**config.mk**
```make
export PLATFORM = sky130hd
export DESIGN_NAME = ssd_score_driver
export DESIGN_NICKNAME = d
export VERILOG_FILES = /design/src/rtl/ssd_pkg.sv /design/src/rtl/ssd_score_driver_bin2bcd.sv /design/src/rtl/ssd_score_driver.sv
export SDC_FILE = /design/constraint.sdc
export NUM_CORES = 1
export LEC_CHECK = 0
export ABC_AREA = 0
export BUFFER_PORTS_ARGS = -buffer_cell sky130_fd_sc_hd__buf_2
export CAP_MARGIN = 10
export CORE_ASPECT_RATIO = 0.7
export CORE_MARGIN = 3
export CORE_UTILIZATION = 60
export CTS_BUF_LIST = sky130_fd_sc_hd__clkbuf_4
export CTS_CLUSTER_SIZE = 28
export DETAILED_ROUTE_END_ITERATION = 8
export PLACE_DENSITY = 0.76
export SLEW_MARGIN = 5
export SYNTH_ARGS = -nofsm -noshare
export SYNTH_HDL_FRONTEND = slang
export SYNTH_SLANG_ARGS = --single-unit
export TNS_END_PERCENT = 10
```
**constraint.sdc**
```tcl
create_clock -name clk -period 4.75 [get_ports clk]
set_input_delay 0.7125 -clock clk [delete_from_list [all_inputs] [get_ports clk]]
set_output_delay 0.7125 -clock clk [all_outputs]
set_load 0.05 [all_outputs]
```
**src/rtl/ssd_pkg.sv**
```systemverilog
// rtl/ssd_pkg.sv - shared types, segment constants and decode for the score display
package ssd_pkg;

   typedef enum logic [1:0] {
      IDLE  = 2'd0,
      SHIFT = 2'd1,
      DONE  = 2'd2
   } conv_state_t;

   localparam logic [6:0] SEG_0     = 7'b0000001;
   localparam logic [6:0] SEG_1     = 7'b1001111;
   localparam logic [6:0] SEG_2     = 7'b0010010;
   localparam logic [6:0] SEG_3     = 7'b0000110;
   localparam logic [6:0] SEG_4     = 7'b1001100;
   localparam logic [6:0] SEG_5     = 7'b0100100;
   localparam logic [6:0] SEG_6     = 7'b0100000;
   localparam logic [6:0] SEG_7     = 7'b0001111;
   localparam logic [6:0] SEG_8     = 7'b0000000;
   localparam logic [6:0] SEG_9     = 7'b0000100;
   localparam logic [6:0] SEG_BLANK = 7'b1111111;

   localparam int MAX_DISPLAY = 9999;
   localparam int BCD_DIGITS  = 4;

   // BCD image of MAX_DISPLAY, loaded on saturation
   localparam logic [15:0] MAX_BCD = {4'(MAX_DISPLAY / 1000), 4'((MAX_DISPLAY / 100) % 10),
                                      4'((MAX_DISPLAY / 10) % 10), 4'(MAX_DISPLAY % 10)};

   function automatic logic [6:0] seg_decode(input logic [3:0] nibble);
      case (nibble)
         4'd0:    seg_decode = SEG_0;
         4'd1:    seg_decode = SEG_1;
         4'd2:    seg_decode = SEG_2;
         4'd3:    seg_decode = SEG_3;
         4'd4:    seg_decode = SEG_4;
         4'd5:    seg_decode = SEG_5;
         4'd6:    seg_decode = SEG_6;
         4'd7:    seg_decode = SEG_7;
         4'd8:    seg_decode = SEG_8;
         4'd9:    seg_decode = SEG_9;
         default: seg_decode = SEG_BLANK;
      endcase
   endfunction

endpackage

```
**src/rtl/ssd_score_driver_bin2bcd.sv**
```systemverilog
// rtl/ssd_score_driver_bin2bcd.sv - sequential double-dabble converter with saturation
module bin2bcd_seq
   import ssd_pkg::*;
(
   input  logic        clk,
   input  logic        reset,
   input  logic [15:0] bin_in,
   output logic [15:0] digits,
   output logic        overflow,
   output logic        valid
);

   conv_state_t state, state_next;
   logic [15:0] bin_sr;
   logic [19:0] bcd;
   logic [19:0] bcd_adj;
   logic [4:0]  count;
   logic        saturate;

   always_ff @(posedge clk or posedge reset) begin
      if (reset) state <= IDLE;
      else       state <= state_next;
   end

   always_comb begin
      state_next = state;
      case (state)
         IDLE:    state_next = SHIFT;
         SHIFT:   if (count == 5'd1) state_next = DONE;
         DONE:    state_next = IDLE;
         default: state_next = IDLE;
      endcase
   end

   always_comb begin
      bcd_adj = bcd;
      for (int i = 0; i < 5; i++) begin
         if (bcd[4*i +: 4] >= 4'd5) bcd_adj[4*i +: 4] = bcd[4*i +: 4] + 4'd3;
      end
   end

   assign saturate = (bcd[19:16] != 4'd0) || (bcd[15:0] > MAX_BCD);

   // digits/overflow move only in DONE so the scan never sees a half-converted value
   always_ff @(posedge clk or posedge reset) begin
      if (reset) begin
         bin_sr   <= '0;
         bcd      <= '0;
         count    <= '0;
         digits   <= '0;
         overflow <= 1'b0;
         valid    <= 1'b0;
      end else begin
         valid <= 1'b0;
         case (state)
            IDLE: begin
               bin_sr <= bin_in;
               bcd    <= '0;
               count  <= 5'd16;
            end
            SHIFT: begin
               bcd    <= {bcd_adj[18:0], bin_sr[15]};
               bin_sr <= {bin_sr[14:0], 1'b0};
               count  <= count - 5'd1;
            end
            DONE: begin
               if (saturate) begin
                  digits   <= MAX_BCD;
                  overflow <= 1'b1;
               end else begin
                  digits   <= bcd[15:0];
                  overflow <= 1'b0;
               end
               valid <= 1'b1;
            end
            default: ;
         endcase
      end
   end

endmodule

```
**src/rtl/ssd_score_driver.sv**
```systemverilog
// rtl/ssd_score_driver.sv - score display: BCD conversion, digit scan, blanking, segment drive
module ssd_score_driver
   import ssd_pkg::*;
#(
   parameter int REFRESH_BITS  = 18,
   parameter bit BLANK_LEADING = 1'b1
)
(
   input  logic        clk,
   input  logic        reset,
   input  logic [15:0] display_number,
   output logic [3:0]  anode,
   output logic [6:0]  ssd_out,
   output logic        overflow,
   output logic        bcd_valid
);

   logic [REFRESH_BITS-1:0] refresh_cnt;
   logic [1:0]              sel;
   logic [15:0]             digits;
   logic [BCD_DIGITS-1:0]   blank;
   logic                    higher_zero;
   logic [3:0]              cur_digit;

   bin2bcd_seq u_conv (
      .clk      (clk),
      .reset    (reset),
      .bin_in   (display_number),
      .digits   (digits),
      .overflow (overflow),
      .valid    (bcd_valid)
   );

   always_ff @(posedge clk or posedge reset) begin
      if (reset) refresh_cnt <= '0;
      else       refresh_cnt <= refresh_cnt + 1'b1;
   end

   assign sel       = refresh_cnt[REFRESH_BITS-1 -: 2];
   assign cur_digit = digits[4*sel +: 4];

   // a digit blanks only if it and every digit above it are zero; digit 0 always shows
   always_comb begin
      blank       = '0;
      higher_zero = 1'b1;
      for (int k = BCD_DIGITS - 1; k >= 1; k--) begin
         higher_zero = higher_zero && (digits[4*k +: 4] == 4'd0);
         blank[k]    = BLANK_LEADING && higher_zero;
      end
   end

   always_ff @(posedge clk or posedge reset) begin
      if (reset) begin
         anode   <= 4'b1111;
         ssd_out <= SEG_BLANK;
      end else if (blank[sel]) begin
         anode   <= 4'b1111;
         ssd_out <= SEG_BLANK;
      end else begin
         anode   <= ~(4'b0001 << sel);
         ssd_out <= seg_decode(cur_digit);
      end
   end

endmodule
```
==> out/metrics.csv, run 1 <==
metric;value;unit
status;finished clean;
fin_crit;2.24;ns
synth_seq_cells;90;
tritoncts;yes;
cts.htree.levels;3;
yosys-top-cells-area;dfrtp_1 44%, dfstp_2 6.4%, ha_1 5.5%;
n_antenna_cell;0;
drt_wl_total;8300;um
cap_violations;0;
grt_antenna_before_repair;0;
cts_made_buffers;9;
netlist_area;0.00453;mm2
synth_nets;457;
synth-compound-area-share;15.2;%
critical_path_buf_inv_count;1;
power_leakage;2.19;nW
synth_top_family_by_area;compound AO/OA/AOI/OAI gates;
cp.depth;5;
num_io_pins;31;
grt_max_degree;58;
slowest_delay;0.94;ns
synth_most_common_cell;dfrtp_1;
placed_area;0.00472;mm2
yosys-top-cells-count;79 x dfrtp_1, 44 x nand2_1, 43 x o21ai_0, 21 x inv_1;
maxSlewHeadroom;36.4;%
ys_async_sr_fraction;100;%
io_buffers;30;
clk_latency;0.44;ns
start_util;64.4;%
area_delta_synth_final;6.68;%
synth_cell_types;59;
tightest_slew;0.953;ns
crit_arrival;2.57;ns
dieArea;0.00864;mm2
fin_util;68.7;%
avgSynthCellArea;10.8;um2
r2r_start;u_conv.state[1]$_DFFE_PP0P_;
synth_top_cell_by_area;dfrtp_1;
min_path_type;in -> async;
hold_buffers;0;
critPathKind;reg -> reg;
fin_crit_sh;47.1;%
fp.dieH;78.7;um
vias_per_cell;5.76;
muxShareOfSynthArea;6.99;%
synth_xor_area_share;4.25;%
num-fill-cells;542;
tns;0;ns
grtUsageTotal;20.7;%
cp_data_required_time;5.08;ns
place_hpwl;5800;um
die_w;110;um
synthAdderAreaFrac;5.52;%
grt_overflow;0;
startpoint;u_conv.state[1]$_DFFE_PP0P_;
vias;3132;
rsz0062_at_grt;no;
cts_setup_buffers;0;
fin_area;0.00483;mm2
core-area;0.00704;mm2
power_density;466;mW/mm2
synth_edf_count;0;
ys.flop_type;dfrtp_1;
cp-start-kind;register;
synth_warnings;0;
max_freq;447;MHz
gp_congestion;0.834;
netlist_instances;419;
crit_fanout;27;
wire_per_inst;15.3;um
critPathSlowestCell;dfrtp_1;
final_antenna_net_count;0;
skew;0.0179;ns
cp_top_family;flip-flops;
clockRootBuffer;clkbuf_4;
r2r_slack;2.51;ns
cts_sinks;90;
rr_worst_depth;5;
setup_viol;0;
cts_buffer_depth;2;
synthSimpleGateAreaFrac;13.8;%
clk_pin_slew;0.13;ns
firstDrtPassIters;4;
cts_resized;0;
max-vdd-ir-drop;0.324;mV
hold_viol_final;0;
grt_pass1_wl;13900;um
fin_nets;483;
layout-drive-gt1-share;18.9;%
synth_top_area_share;43.6;%
worstPathCellList;nand2b_4, inv_2, o211ai_2, a211o_2, o22a_1;
num_rows;25;
drc;0;
drv_slew;0;
initialDrtViolationCount;247;
synth-seq-area-share;50.0;%
end_kind;register;
grt_pass1_vias;2924;
[layout make-up]
| class | count | area [um2] | share of cell area [%] |
|---|---|---|---|
| tap | 94 | 118 | 2.43 |
| sequential | 90 | 2270 | 46.9 |
| inverter | 23 | 87.6 | 1.81 |
| timing repair buffer | 33 | 173 | 3.57 |
| multi-input combinational | 288 | 2070 | 42.9 |
| clock inverter | 7 | 46.3 | 0.958 |
| clock buffer | 9 | 67.6 | 1.40 |
[worst paths after layout]
check	endpoint
hold / removal	refresh_cnt[11]$_DFF_PP0_
min in group clk	refresh_cnt[13]$_DFF_PP0_
setup / recovery	u_conv.digits[11]$_DFFE_PP0P_
setup reg to reg	u_conv.digits[11]$_DFFE_PP0P_
hold reg to reg	refresh_cnt[13]$_DFF_PP0_
max in group asynchronous	u_conv.digits[1]$_DFFE_PP0P_
[state kept, by name (all words and copies together), names as in the netlist]
register	flops
anode	4
u_conv.digits	16
u_conv.bin_sr	16
refresh_cnt	18
u_conv.count	5
u_conv.overflow	1
u_conv.state	2
ssd_out	7
u_conv.valid	1
u_conv.bcd	20
[logic make-up after synthesis]
group,Yosys count
buffers and inverters,41
xor gates and xnor gates,22
DFF,90
and+or+nand+nor,112
AOI/OAI and AO/OA,108
adders and majority gates,20
muxes,26
[power breakdown]
group / internal, mW / switching, mW / total (mW) / leakage, nW
sequential: 0.944 / 0.157 / 1.10 / 1.13
combinational: 0.329 / 0.459 / 0.788 / 1.01
clock: 0.104 / 0.258 / 0.363 / 0.0492
total: 1.38 / 0.874 / 2.25 / 2.19
[cell usage in the layout (no fill, tap or decap), drive strengths merged, types with 3 or more instances in the layout]
| cell type | n |
|---|---|
| dfrtp | 79 |
| o21ai | 58 |
| nand2 | 44 |
| buf | 33 |
| inv | 22 |
| xnor2 | 20 |
| ha | 20 |
| mux2i | 17 |
| a21oi | 15 |
| nor2 | 13 |
| dfstp | 11 |
| clkbuf | 9 |
| nand2b | 9 |
| nand3 | 8 |
| nor3b | 8 |
| a22o | 7 |
| mux2 | 5 |
| nand4 | 5 |
| mux4 | 4 |
| and4 | 4 |
| o22a | 4 |
| a32oi | 4 |
| clkinvlp | 4 |
| clkinv | 4 |
| o31ai | 3 |
| a31o | 3 |
| nor2b | 3 |
[metrics by stage]
step           cells  setup WS [ns]  power [mW]  hold WS [ns]
6_report         544           2.51        2.25         0.453
4_1_cts          544           2.54        2.27         0.444
5_1_grt          544           2.34        2.41         0.453
3_3_place_gp     528           2.62        1.86         0.452
3_5_place_dp     528           2.56        1.90         0.458
2_1_floorplan    419           1.72        1.72         0.438
[worst reg2reg max path, stage by stage (launching register included)]
cell	delay, ns
dfrtp_1	0.94
nand2b_4	0.21
inv_2	0.24
o211ai_2	0.15
a211o_2	0.39
o22a_1	0.21
[per-layer routing]
metal  part of all wire (%)  GRT usage (%)  vias up  wire, um
met5                      0              0        -         0
met3                    4.8           6.01        8       400
met1                     49           30.1     1534      4050
met2                     45           30.8       60      3770
met4                   0.92           4.61        0        76
li1                       -              -     1530         -
Power figures use the tool's default switching activity.
==> run 2, diff against run 1 <==
--- a/config.mk
+++ b/config.mk
@@ -10,7 +10,7 @@
 export CAP_MARGIN = 10
 export CORE_ASPECT_RATIO = 0.7
 export CORE_MARGIN = 3
-export CORE_UTILIZATION = 60
+export CORE_UTILIZATION = 57
 export CTS_BUF_LIST = sky130_fd_sc_hd__clkbuf_4
 export CTS_CLUSTER_SIZE = 28
 export DETAILED_ROUTE_END_ITERATION = 8
==> constraint.sdc (replaced) <==
create_clock -name clk -period 1.8 [get_ports clk]
set_input_delay 0.27 -clock clk [delete_from_list [all_inputs] [get_ports clk]]
set_output_delay 0.27 -clock clk [all_outputs]
set_load 0.05 [all_outputs]
==> run 2 against run 1 <==
Non-clock buffer count rose by 42. Critical path depth is 1 higher. Sequential power grew to 2.6 times the previous value. Worst hold slack got worse by 0.36 ns. Design area grew 9.3%. Combinational power grew to 3.4 times the previous value. Die area grew 4.9%. Global-route usage is 1.6 points higher. Critical path type unchanged. Largest cell class unchanged. Highest routed layer unchanged.
==> out/metrics.csv, run 2 (synthesis gave the netlist of run 1 again) <==
metric;value;unit;change
r2r_start;refresh_cnt[16]$_DFF_PP0_;;
layout-drive-gt1-share;27.4;%;+8.5 points
power_density;1250;mW/mm2;+170%
cts_buffer_depth;2;;unchanged
skew;0.0227;ns;+0.00483 ns
min_to;u_conv.bin_sr[4]$_DFFE_PP0P_;;
clkPwrFrac;16.9;%;+0.8 points
max-vdd-ir-drop;1.04;mV;+220%
power_leakage;2.44;nW;+11%
cp_top_family;multiplexers;;
fin_crit;1.77;ns;-0.470 ns
vias_per_cell;5.68;;-1.3%
reg2reg_to;ssd_out[2]$_DFF_PP1_;;
largest_register_ffs;20;;unchanged
setup_slack;0.0333;ns;-2.48 ns
drt_wl_total;9560;um;+15%
worstPathCellList;buf_4, mux4_2, buf_4, a21oi_2, o21ai_1, a21bo_1;;
critical_path_buf_inv_count;2;;+1
initialDrtViolationCount;184;;-26%
maxSlewHeadroom;62.2;%;+26 points
cts_sinks;90;;unchanged
cp-start-kind;register;;
clk_latency;0.46;ns;+0.02 ns
firstDrtPassIters;4;;unchanged
sw_frac_of_total;37.6;%;-1.2 points
drc;0;;unchanged
p_seq_share;43.0;%;-5.9 points
cts_made_buffers;9;;unchanged
crit_arrival;2.17;ns;-0.40 ns
start_util;60.3;%;-4.1 points
fin_cells;591;;+8.6%
grt_pass1_wl;15900;um;+14%
place_hpwl;6530;um;+13%
mostFrequentLayoutCells;78 x dfrtp_1, 44 x nand2_1, 43 x o21ai_0;;
gp_congestion;0.870;;+4.2%
status;finished clean;;
place_ws;0.0136;ns;-2.54 ns
grt_pass1_vias;3363;;+15%
slowest_delay;0.57;ns;-0.37 ns
io_buffers;30;;unchanged
grt_max_degree;47;;-19%
vias;3358;;+7.2%
critPathKind;reg -> reg;;
cap_violations;0;;unchanged
r2r_slack;0.03;ns;-2.48 ns
fin_nets;526;;+8.9%
drv_slew;0;;unchanged
startpoint;refresh_cnt[16]$_DFF_PP0_;;
crit_fanout;5;;-81%
min_path_type;in -> reg;;
core-area;0.00751;mm2;+6.8%
num_io_pins;31;;unchanged
p_switching;2.49;mW;+180%
critPathSlowestCell;mux4_2;;
grt_overflow;0;;unchanged
hold_viol_final;0;;unchanged
fin_crit_sh;98.2;%;+51 points
tightest_slew;0.565;ns;-0.387 ns
dp.cells;566;;+7.2%
die_w;113;um;+2.5%
combPwrFrac;40.1;%;+5.1 points
num-fill-cells;560;;+3.3%
dieArea;0.00907;mm2;+4.9%
cts.htree.levels;3;;unchanged
setup_viol;0;;unchanged
end_kind;register;;
max_freq;566;MHz;+27%
min_path_cells;3;;
grtUsageTotal;22.3;%;+1.6 points
crit_top_cell;buf_4;;
min_from;display_number[4];;
layout_commonest_cell;dfrtp_1;;
p_int;4.13;mW;+200%
rr_worst_depth;6;;+1
wire_per_inst;16.2;um;+6.1%
tritoncts;yes;;
rsz0062_at_grt;yes;;
n_antenna_cell;0;;unchanged
num_rows;26;;+4.0%
top_register;u_conv.bcd;;
top_regs;u_conv.bcd: 20 flops, refresh_cnt: 18 flops;;
fp.dieH;80.6;um;+2.4%
grt_antenna_before_repair;0;;unchanged
clk_pin_slew;0.14;ns;about the same
clockRootBuffer;clkbuf_4;;
final_antenna_net_count;0;;unchanged
cp_data_required_time;2.20;ns;-2.88 ns
area_delta_synth_final;16.6;%;
## run 2: changes by cell type in the layout (fill, tap and decap cells not counted), moves of 3 or more
cell     before  now
a21oi_1      14   10
a21oi_2       1    5
buf_12        0    3
buf_4         3   38
## run 2: layer usage
metal  up-vias  track usage [%]  wire length (um)
met5         -                0                 0
met4         0             6.72                95
met3        11             7.45               510
met2        71             35.2              4330
met1      1649             29.3              4630
li1       1627                -                 -
## run 2: how the worst max path moves through the flow
| stage | to | depth (start not counted) |
|---|---|---|
| floorplan | ssd_out[2]$_DFF_PP1_ | 8 |
| global placement | u_conv.digits[11]$_DFFE_PP0P_ | 6 |
| detailed placement | u_conv.digits[11]$_DFFE_PP0P_ | 6 |
| CTS | ssd_out[6]$_DFF_PP1_ | 7 |
| global route | ssd_out[2]$_DFF_PP1_ | 6 |
| finish | ssd_out[2]$_DFF_PP1_ | 6 |
## run 2: power groups by stage
stage	sequential, mW	clock, mW	combinational [mW]
after floorplan	3.10	0	1.44
after global placement	2.83	0	2.39
after detailed placement	2.85	0	2.48
after CTS	2.81	1.15	2.51
after global routing	2.89	1.23	2.92
final	2.85	1.12	2.66
## run 2: per-stage QoR
step	setup TNS (ns)	total power, mW	hold WS [ns]	util [%]	cell area, um2
after detailed placement	0	5.33	0.360	66.8	5020
final	0	6.62	0.0916	70.3	5280
after CTS	0	6.48	0.0558	69.0	5190
after global routing	-0.0458	7.03	0.0613	70.3	5280
after floorplan	-0.00684	4.54	0.398	-	4530
after global placement	0	5.21	0.346	66.8	5020
## run 2: area by class of cell
cell class | count | area (um2) | share of cell area (%)
sequential | 90 | 2270 | 42.9
clock buffer | 10 | 75.1 | 1.42
timing repair buffer | 75 | 538 | 10.2
inverter | 23 | 90.1 | 1.71
clock inverter | 6 | 58.8 | 1.11
multi-input combinational | 289 | 2130 | 40.3
tap | 98 | 123 | 2.32
## run 2: worst register-to-register path, stage by stage (launching register included)
cell,delay [ns]
dfrtp_2,0.43
buf_4,0.16
mux4_2,0.57
buf_4,0.19
a21oi_2,0.09
o21ai_1,0.07
a21bo_1,0.19
## run 2: repair_timing
| action | CTS | global route |
|---|---|---|
| resized for setup | 1 | 11 |
| buffers inserted | 2 | 4 |
| hold buffers | 2 | 0 |
| hold endpoints to repair | 12 | 0 |
| endpoints found under the setup margin | 3 | 22 |
| cloned | 0 | 1 |
| pin swaps | 0 | 2 |
==> run 3, diff against run 2 <==
--- a/config.mk
+++ b/config.mk
@@ -10,11 +10,11 @@
 export CAP_MARGIN = 10
 export CORE_ASPECT_RATIO = 0.7
 export CORE_MARGIN = 3
-export CORE_UTILIZATION = 57
-export CTS_BUF_LIST = sky130_fd_sc_hd__clkbuf_4
+export CORE_UTILIZATION = 54
+export CTS_BUF_LIST = sky130_fd_sc_hd__clkbuf_8 sky130_fd_sc_hd__clkbuf_16
 export CTS_CLUSTER_SIZE = 28
 export DETAILED_ROUTE_END_ITERATION = 8
-export PLACE_DENSITY = 0.76
+export PLACE_DENSITY = 0.72
 export SLEW_MARGIN = 5
 export SYNTH_ARGS = -nofsm -noshare
 export SYNTH_HDL_FRONTEND = slang
==> run 3 against run 2 <==
Critical path depth up 1. Sequential power about the same. Wire length down 1.6%. Sequential share of layout area down 0.40 points. Global-route usage down 1.1 points. Die area up 5.2%. Largest power group unchanged. Via count down 1.4%. Critical path type unchanged. Non-clock buffer count down 4. Core utilization down 3.7 points.
==> out/metrics.csv, run 3 (synthesis gave the netlist of run 1 again) <==
metric;value;unit;change
tritoncts;yes;;
skew;0.00533;ns;-0.0174 ns
drt_wl_total;9410;um;-1.6%
grt_pass1_wl;15400;um;-3.1%
clkPwrFrac;24.1;%;+7.2 points
r2r_slack;0.05;ns;+0.02 ns
fin_nets;521;;-0.95%
power_leakage;2.48;nW;+1.7%
layout_commonest_cell;dfrtp_1;;
cp_data_required_time;2.08;ns;-0.12 ns
rsz0062_at_grt;yes;;
fin_util;66.6;%;-3.7 points
vias_per_cell;5.62;;-1.0%
p_total;7.08;mW;+7.0%
grtUsageTotal;21.1;%;-1.1 points
vias;3312;;-1.4%
placed_area;0.00502;mm2;about the same
fin_crit;1.75;ns;-0.0215 ns
crit_arrival;2.02;ns;-0.15 ns
clk_pin_slew;0.06;ns;-0.08 ns
start_util;56.6;%;-3.7 points
cts.htree.levels;3;;unchanged
crit_fanout;4;;-1
critPathKind;reg -> reg;;
sw_frac_of_total;35.3;%;-2.2 points
gp_congestion;0.860;;-1.1%
n_antenna_cell;0;;unchanged
top_regs;u_conv.bcd: 20 flops, refresh_cnt: 18 flops;;
power_density;1330;mW/mm2;+6.0%
drv_slew;0;;unchanged
top_register;u_conv.bcd;;
clockRootBuffer;clkbuf_16;;
firstDrtPassIters;4;;unchanged
num-fill-cells;607;;+8.4%
die_w;115;um;+2.6%
core-area;0.00801;mm2;+6.5%
grt_pass1_vias;3199;;-4.9%
fin_crit_sh;97.0;%;-1.2 points
largest_register_ffs;20;;unchanged
fin_area;0.00533;mm2;+0.95%
end_kind;register;;
io_buffers;30;;unchanged
maxSlewHeadroom;65.2;%;+2.9 points
layout-drive-gt1-share;26.0;%;-1.4 points
clk_latency;0.35;ns;-0.11 ns
num_rows;27;;+3.8%
mostFrequentLayoutCells;78 x dfrtp_1, 44 x nand2_1, 43 x o21ai_0;;
num_io_pins;31;;unchanged
place_ws;-0.0381;ns;-0.0517 ns
initialDrtViolationCount;265;;+44%
p_switching;2.50;mW;+0.56%
wire_per_inst;16.0;um;-1.2%
p_seq_share;39.8;%;-3.2 points
fp.dieH;82.6;um;+2.5%
drc;0;;unchanged
cap_violations;0;;unchanged
cts_sinks;90;;unchanged
tns;0;ns;unchanged
place_hpwl;6470;um;-0.96%
dieArea;0.00954;mm2;+5.2%
setup_slack;0.0547;ns;+0.0215 ns
grt_max_degree;41;;-13%
grt_antenna_before_repair;0;;unchanged
status;finished clean;;
area_delta_synth_final;17.7;%;
grt_overflow;0;;unchanged
max-vdd-ir-drop;0.522;mV;-50%
final_antenna_net_count;0;;unchanged
cts_made_buffers;9;;unchanged
max_freq;573;MHz;+1.2%
cp-start-kind;register;;
p_int;4.58;mW;+11%
cts_buffer_depth;2;;unchanged
min_path_type;in -> reg;;
setup_viol;0;;unchanged
hold_viol_final;0;;unchanged
tightest_slew;0.522;ns;-0.0437 ns
combPwrFrac;36.1;%;-4.0 points
[run 3: changes by cell type in the layout (fill, tap and decap cells not counted), moves of 2 or more]
cell	previous run	this run
a21oi_1	10	13
inv_1	19	22
a21oi_2	5	2
clkbuf_16	0	9
clkbuf_4	10	0
buf_6	2	0
clkinv_1	2	0
[run 3: metal layers]
metal | track usage [%] | wire (um) | vias to the layer above
met5 | 0 | 0 | -
met4 | 6.57 | 99 | 0
met3 | 6.85 | 483 | 10
met2 | 32.8 | 4310 | 74
met1 | 28.5 | 4520 | 1625
li1 | - | - | 1603
[run 3: path summary, 6_finish.rpt]
kind / from / to / cells past startpoint
worst max-delay path: refresh_cnt[16]$_DFF_PP0_ / ssd_out[2]$_DFF_PP1_ / 7
worst max register to register: refresh_cnt[16]$_DFF_PP0_ / ssd_out[2]$_DFF_PP1_ / 7
max in group asynchronous: reset / anode[0]$_DFF_PP1_ / 4
worst min register to register: refresh_cnt[13]$_DFF_PP0_ / refresh_cnt[13]$_DFF_PP0_ / 1
min in group asynchronous: reset / u_conv.bcd[3]$_DFFE_PP0P_ / 3
worst min-delay path: display_number[0] / u_conv.bin_sr[0]$_DFFE_PP0P_ / 2
[run 3: stage by stage]
step / hold slack (ns) / std cells
final: 0.144 / 589
after floorplan: 0.398 / 419
after detailed placement: 0.341 / 570
after CTS: 0.136 / 587
after global routing: 0.144 / 589
after global placement: 0.334 / 570
[run 3: area by class of cell]
cell class / count / area (um2) / area share, %
repair buffers: 71 / 485 / 9.10
multi-input cells: 288 / 2100 / 39.3
well taps: 101 / 126 / 2.37
clock inverters: 6 / 28.8 / 0.540
flip-flops and latches: 90 / 2270 / 42.5
inverters: 23 / 90.1 / 1.69
clock buffers: 10 / 239 / 4.48
[run 3: power by group through the flow]
stage / Clock (mW) / Sequential, mW / Combinational, mW
floorplan: 0 / 3.10 / 1.44
global placement: 0 / 2.83 / 2.36
detailed placement: 0 / 2.84 / 2.47
CTS: 1.74 / 2.81 / 2.51
global route: 1.82 / 2.87 / 2.82
finish: 1.71 / 2.82 / 2.55
[run 3: repair_timing]
action,in CTS,in global routing
endpoints found under the hold margin,14,0
gates cloned,0,0
setup endpoints to repair,5,10
hold buffers,1,0
resized for setup,2,5
setup buffers,0,2
pin swaps,0,1
[run 3: critical path: stages (launching register included)]
cell and delay, ns:
dfrtp_2 0.40, mux4_2 0.56, inv_2 0.12, ha_2 0.16, inv_1 0.05, a21oi_2 0.11, o21ai_1 0.08, a21bo_1 0.19
